[config.mk]
export PLATFORM = sky130hd
export DESIGN_NAME = ps2_host_tx
export DESIGN_NICKNAME = d
export VERILOG_FILES = /design/src/rtl/ps2_pkg.sv /design/src/rtl/ps2_line_sync.sv /design/src/rtl/ps2_host_tx.sv
export SDC_FILE = /design/constraint.sdc
export NUM_CORES = 1
export LEC_CHECK = 0
export CORE_AREA = 2 2 78 109
export DETAILED_ROUTE_END_ITERATION = 10
export DIE_AREA = 0 0 80 111
export HOLD_SLACK_MARGIN = 0.05
export MAX_ROUTING_LAYER = met4
export PLACE_DENSITY_LB_ADDON = 0.1
export REMOVE_ABC_BUFFERS = 1
export SLEW_MARGIN = 10
export SYNTH_ARGS = -nofsm -noshare
export SYNTH_HDL_FRONTEND = slang
export SYNTH_SLANG_ARGS = --single-unit
[constraint.sdc]
create_clock -name clk -period 3.67 [get_ports clk]
set_input_delay 0.367 -clock clk [delete_from_list [all_inputs] [get_ports clk]]
set_output_delay 0.367 -clock clk [all_outputs]
set_load 0.03 [all_outputs]
[src/rtl/ps2_pkg.sv]
`default_nettype none
// ============================================================================
// Module   : ps2_pkg
// Brief    : Shared types and command constants for the PS/2 host transmitter
// Revision : 1.0
// ============================================================================
package ps2_pkg;

    typedef enum logic [2:0] {
        IDLE      = 3'd0,
        INHIBIT   = 3'd1,
        REQ       = 3'd2,
        SEND      = 3'd3,
        STOP      = 3'd4,
        ACK       = 3'd5,
        WAIT_IDLE = 3'd6
    } ps2_tx_state_t;

    localparam logic [7:0] PS2_CMD_RESET    = 8'hFF;
    localparam logic [7:0] PS2_CMD_ENABLE   = 8'hF4;
    localparam logic [7:0] PS2_CMD_DISABLE  = 8'hF5;
    localparam logic [7:0] PS2_CMD_SET_RATE = 8'hF3;
    localparam logic [7:0] PS2_ACK          = 8'hFA;

    function automatic logic odd_parity(input logic [7:0] data);
        return ~^data;
    endfunction

endpackage
`default_nettype wire

[src/rtl/ps2_line_sync.sv]
`default_nettype none
// ============================================================================
// Module   : ps2_line_sync
// Brief    : PS/2 clock/data synchronizer with registered falling-edge strobe
// Revision : 1.0
// ============================================================================
module ps2_line_sync #(
    parameter int SYNC_STAGES = 2
) (
    input  logic clk,
    input  logic rst,
    input  logic clk_in,
    input  logic dat_in,
    output logic clk_sync,
    output logic dat_sync,
    output logic clk_fall
);

    logic [SYNC_STAGES-1:0] r_clk_sh;
    logic [SYNC_STAGES-1:0] r_dat_sh;
    logic                   r_clk_d;
    logic                   r_fall;

    // Idle bus level is high, so the chains reset to 1 to avoid a fake edge.
    always_ff @(posedge clk or posedge rst) begin
        if (rst) begin
            r_clk_sh <= '1;
            r_dat_sh <= '1;
            r_clk_d  <= 1'b1;
            r_fall   <= 1'b0;
        end else begin
            r_clk_sh[0] <= clk_in;
            r_dat_sh[0] <= dat_in;
            for (int i = 1; i < SYNC_STAGES; i++) begin
                r_clk_sh[i] <= r_clk_sh[i-1];
                r_dat_sh[i] <= r_dat_sh[i-1];
            end
            r_clk_d <= r_clk_sh[SYNC_STAGES-1];
            r_fall  <= r_clk_d & ~r_clk_sh[SYNC_STAGES-1];
        end
    end

    assign clk_sync = r_clk_sh[SYNC_STAGES-1];
    assign dat_sync = r_dat_sh[SYNC_STAGES-1];
    assign clk_fall = r_fall;

endmodule
`default_nettype wire

[src/rtl/ps2_host_tx.sv]
`default_nettype none
// ============================================================================
// Module   : ps2_host_tx
// Brief    : Host-to-device PS/2 byte transmitter with request-to-send and ack
// Revision : 1.0
// ============================================================================
module ps2_host_tx
    import ps2_pkg::*;
#(
    parameter int INHIBIT_CYCLES = 12000,
    parameter int TIMEOUT_CYCLES = 2000000,
    parameter int SYNC_STAGES    = 2
) (
    input  logic       clk,
    input  logic       rst,
    input  logic [7:0] tx_data,
    input  logic       tx_valid,
    output logic       tx_ready,
    input  logic       ps2_clk_in,
    input  logic       ps2_dat_in,
    output logic       ps2_clk_oe,
    output logic       ps2_dat_oe,
    output logic       busy,
    output logic       done,
    output logic       error,
    output logic       ack_err
);

    localparam int INH_W = $clog2(INHIBIT_CYCLES + 1);
    localparam int TO_W  = $clog2(TIMEOUT_CYCLES + 1);

    ps2_tx_state_t    r_state;
    ps2_tx_state_t    w_next;
    logic [7:0]       r_data;
    logic             r_parity;
    logic [3:0]       r_bit_cnt;
    logic [INH_W-1:0] r_inh_cnt;
    logic [TO_W-1:0]  r_to_cnt;
    logic             r_dat_drive;
    logic             r_ack_err;

    logic w_clk_sync;
    logic w_dat_sync;
    logic w_fall;
    logic w_done;
    logic w_error;
    logic w_timeout;
    logic w_to_active;
    logic w_accept;

    ps2_line_sync #(
        .SYNC_STAGES(SYNC_STAGES)
    ) u_line_sync (
        .clk      (clk),
        .rst      (rst),
        .clk_in   (ps2_clk_in),
        .dat_in   (ps2_dat_in),
        .clk_sync (w_clk_sync),
        .dat_sync (w_dat_sync),
        .clk_fall (w_fall)
    );

    assign w_accept    = (r_state == IDLE) && tx_valid;
    assign w_timeout   = (r_to_cnt == TO_W'(TIMEOUT_CYCLES));
    assign w_to_active = (r_state == SEND) || (r_state == STOP) ||
                         (r_state == ACK)  || (r_state == WAIT_IDLE);

    always_ff @(posedge clk or posedge rst) begin
        if (rst) begin
            r_state <= IDLE;
        end else begin
            r_state <= w_next;
        end
    end

    always_comb begin
        w_next     = r_state;
        w_done     = 1'b0;
        w_error    = 1'b0;
        ps2_clk_oe = 1'b0;
        ps2_dat_oe = 1'b0;
        case (r_state)
            IDLE: begin
                if (tx_valid) w_next = INHIBIT;
            end
            INHIBIT: begin
                ps2_clk_oe = 1'b1;
                if (r_inh_cnt == INH_W'(INHIBIT_CYCLES - 1)) w_next = REQ;
            end
            REQ: begin
                ps2_clk_oe = 1'b1;
                ps2_dat_oe = 1'b1;
                w_next     = SEND;
            end
            SEND: begin
                ps2_dat_oe = r_dat_drive;
                if (w_timeout) begin
                    w_error = 1'b1;
                    w_next  = IDLE;
                end else if (w_fall && (r_bit_cnt == 4'd9)) begin
                    w_next = STOP;
                end
            end
            STOP: begin
                if (w_timeout) begin
                    w_error = 1'b1;
                    w_next  = IDLE;
                end else if (w_clk_sync) begin
                    w_next = ACK;
                end
            end
            ACK: begin
                // A clock edge seen on the timeout cycle still resolves the ack.
                if (w_fall) begin
                    if (!w_dat_sync) begin
                        w_next = WAIT_IDLE;
                    end else begin
                        w_error = 1'b1;
                        w_next  = IDLE;
                    end
                end else if (w_timeout) begin
                    w_error = 1'b1;
                    w_next  = IDLE;
                end
            end
            WAIT_IDLE: begin
                if (w_clk_sync && w_dat_sync) begin
                    w_done = 1'b1;
                    w_next = IDLE;
                end else if (w_timeout) begin
                    w_error = 1'b1;
                    w_next  = IDLE;
                end
            end
            default: begin
                w_next = IDLE;
            end
        endcase
    end

    always_ff @(posedge clk or posedge rst) begin
        if (rst) begin
            r_data      <= 8'h00;
            r_parity    <= 1'b0;
            r_bit_cnt   <= 4'd0;
            r_inh_cnt   <= '0;
            r_to_cnt    <= '0;
            r_dat_drive <= 1'b0;
            r_ack_err   <= 1'b0;
        end else begin
            if (w_accept) begin
                r_data    <= tx_data;
                r_parity  <= odd_parity(tx_data);
                r_ack_err <= 1'b0;
                r_bit_cnt <= 4'd0;
                r_inh_cnt <= '0;
            end

            if ((r_state == INHIBIT) && (r_inh_cnt != INH_W'(INHIBIT_CYCLES))) begin
                r_inh_cnt <= r_inh_cnt + 1'b1;
            end

            if (r_state == REQ) begin
                r_to_cnt    <= '0;
                r_dat_drive <= 1'b1;
            end else if (w_to_active && !w_timeout) begin
                r_to_cnt <= r_to_cnt + 1'b1;
            end

            // Line driven low for a 0 bit; after parity the stop bit is released.
            if ((r_state == SEND) && w_fall) begin
                if (r_bit_cnt < 4'd8) begin
                    r_dat_drive <= ~r_data[r_bit_cnt[2:0]];
                end else if (r_bit_cnt == 4'd8) begin
                    r_dat_drive <= ~r_parity;
                end else begin
                    r_dat_drive <= 1'b0;
                end
                if (r_bit_cnt != 4'd15) r_bit_cnt <= r_bit_cnt + 1'b1;
            end

            if (w_error) r_ack_err <= 1'b1;
        end
    end

    assign tx_ready = (r_state == IDLE);
    assign busy     = (r_state != IDLE);
    assign done     = w_done;
    assign error    = w_error;
    assign ack_err  = r_ack_err;

endmodule
`default_nettype wire
==> metrics.cfg, run 1 <==
[route]
drt-initial-drc-count=178
wl_per_cell_um=15.60
drc=0
vias=2857
drt-total-wl_um=7783
ant_nets=0
first_pass_iters=4
via_per_inst=5.725

[outcome]
outcome=finished clean

[setup_path]
r2r-start=r_state[0]
path_max_fanout=9
regToRegSetupSlack_ps=1320
cp.arrival_ps=2950
cp.required_ps=3300
reg2reg_depth=5
timing_worst_setup_path_type=reg -> out
worstReg2RegEnd=r_to_cnt[10]
end_kind=output pin
startpoint_type=register

[sta]
worst_pin_slew_ps=979.4
drv_slew=0
hold_viol_final=0
finalCritPeriodShare_pct=90.43
finClkSkew_ps=8.136
tns_ps=0
rsz0062_at_grt=false
timing.fmax_mhz=301.3
fin_ws_ps=351.1
slew_headroom_pct=34.47
period_needed_ps=3319
whs_ps=354.1
finalSetupViolCount=0

[yosys]
ys_warn_count=0
synth_compound_area_share_pct=17.84
synthArstFlopShare_pct=100.0
synth_mux_area_share_pct=5.092
ys_seq_elements=59
synth-xor-area-share_pct=4.009
yosysSeqAreaShare_pct=42.80
ys.flop_type=dfrtp_1
synthAdderAreaFrac_pct=2.528
yosysUniqueCellTypes=64
synth_top_family_by_area=simple AND/OR/NAND/NOR gates
avgSynthCellArea_um2=9.288
synthCells=373
synth_simple_gate_area_share_pct=23.73
syn_area_um2=3465
synth_edf_count=0

[layout]
final_core_util_pct=50.69
drive_gt1_share_pct=9.824
nNetsFinal=412
stdcell_count=499
num-fill-cells=795
diodes=0
area_delta_synth_final_pct=17.08
design_area_um2=4056

[pwr]
powerDensity_nw_per_um2=711.1
vdd_ir_drop_max_uv=395.9
total_power_mw=2.885
p_leak_nw=1.776

[cts]
numCtsBuffers=9
root_buffer=clkbuf_16
h-tree-depth=3
cts.repair.resized=0
holdBufCountCts=0
clkLatencyLatePin_ps=330
path_clk_slew_ps=50
cts_setup_buffers=0
cts.sinks=59
cts_buffer_depth=2
cts_tree=built

[floorplan]
boundaryPins=20
coreArea_um2=8003
die_area_um2=8880
start_util_pct=43.29
rows=39
die_x_um=80
chipHeight_um=111

[job]
maxCapViolCount=0

[place]
portBuffers=19
placed_cells=483
dp_hpwl_um=5573
place_ws_ps=676.5
placed_cell_area_um2=3749
gp_congestion=0.8569

[grt]
grt_pass1_vias=2765
antenna_found_initial=0
grtUsageTotal_pct=19.65
grt_pass1_wl_um=13080
grt_max_degree=37
grt_overflow=0

[worst_hold_path]
hp-class=reg -> reg
whs_path_depth=0
min-delay-start=u_line_sync.r_clk_sh[0]
worstHoldEndpoint=u_line_sync.r_clk_sh[1]

==> where the power goes <==
group | switching [mW] | internal (mW) | leakage (nW)
registers | 0.167 | 0.786 | 0.773
clock network | 0.279 | 0.581 | 0.150
logic | 0.641 | 0.431 | 0.853
total | 1.09 | 1.80 | 1.78
==> cell usage after synthesis (all sizes together) (9+ instances only) <==
cell / count / area share (%)
nand3: 20 / 2.9
nand2: 55 / 6.0
xnor2: 9 / 2.5
clkbuf: 9 / 1.0
mux2i: 12 / 3.5
o21ai: 26 / 4.2
dfrtp: 54 / 39
inv: 14 / 1.5
a21oi: 14 / 2.0
a21o: 9 / 2.0
nor2: 18 / 2.0
nand4: 10 / 2.2
==> final cells by class <==
cell class | count | area, µm² | share of cell area (%)
repair buffers | 25 | 235.2 | 5.799
clock inverters | 1 | 30.03 | 0.7403
clock buffers | 15 | 277.8 | 6.848
flip-flops and latches | 59 | 1483 | 36.55
multi-input cells | 281 | 1843 | 45.43
well taps | 102 | 127.6 | 3.146
inverters | 16 | 60.06 | 1.481
==> cells by family (layout without fill, tap and decap cells) <==
family                   count (synthesis)  in the layout
adder cells (fa/ha/maj)                  7              7
flip-flops                              59             59
AO/OA/AOI/OAI                           91             91
multiplexers                            15             15
buffers and inverters                   33             57
AND/OR/NAND/NOR                        153            153
XOR/XNOR                                15             15
==> worst max path at each step <==
stage	cells after the start	to	slack (ps)	startpoint
2_1_floorplan	7	r_bit_cnt[3]	1160	r_state[2]
3_5_place_dp	5	error	680	r_to_cnt[3]
4_1_cts	5	error	320	r_to_cnt[3]
5_1_grt	6	error	180	r_to_cnt[3]
6_report	5	error	350	r_to_cnt[3]
3_3_place_gp	5	error	680	r_to_cnt[3]
==> layout by cell type (no fill, tap or decap), types with 6 or more instances in the layout <==
cell,instances
dfrtp_1,54
nand3_1,20
or3_1,6
a21o_1,9
a21oi_1,14
o21ai_0,24
o31ai_1,8
clkdlybuf4s50_1,19
clkbuf_16,9
xor2_1,6
nand2_1,55
nor2_1,18
nor3_1,6
nand4_1,9
mux2i_1,12
ha_1,7
buf_4,6
xnor2_1,8
inv_1,13
o22ai_1,6
==> layer usage <==
| layer | global-route usage, % | wire length, µm |
|---|---|---|
| met1 | 22.76 | 3316 |
| met2 | 31.50 | 4012 |
| met3 | 4.967 | 258 |
| met4 | 9.266 | 196 |
| met5 | - | 0 |
==> critical path: stages (launching register included) <==
cell and delay, ps:
dfrtp_1 450, nor4_1 490, nand2_1 180, or3_1 530, o21ai_0 260, clkdlybuf4s50_1 710
==> sequential cells by signal, indices dropped and copies added, names as in the netlist <==
signal / count
ack_err: 1
u_line_sync.r_dat_sh: 2
r_bit_cnt: 4
u_line_sync.r_clk_sh: 2
r_dat_drive: 1
u_line_sync.r_clk_d: 1
r_data: 8
r_state: 3
r_parity: 1
u_line_sync.clk_fall: 1
r_to_cnt: 21
r_inh_cnt: 14
(Power assumes the default switching activity.)
==> run 2: changes to the inputs <==
--- a/config.mk
+++ b/config.mk
@@ -12,6 +12,7 @@
 export MAX_ROUTING_LAYER = met4
 export PLACE_DENSITY_LB_ADDON = 0.1
 export REMOVE_ABC_BUFFERS = 1
+export SETUP_SLACK_MARGIN = 0.15
 export SLEW_MARGIN = 10
 export SYNTH_ARGS = -nofsm -noshare
 export SYNTH_HDL_FRONTEND = slang
==> results of run 2 <==
Final layout, timing and power as in run 1 (identical DEF).
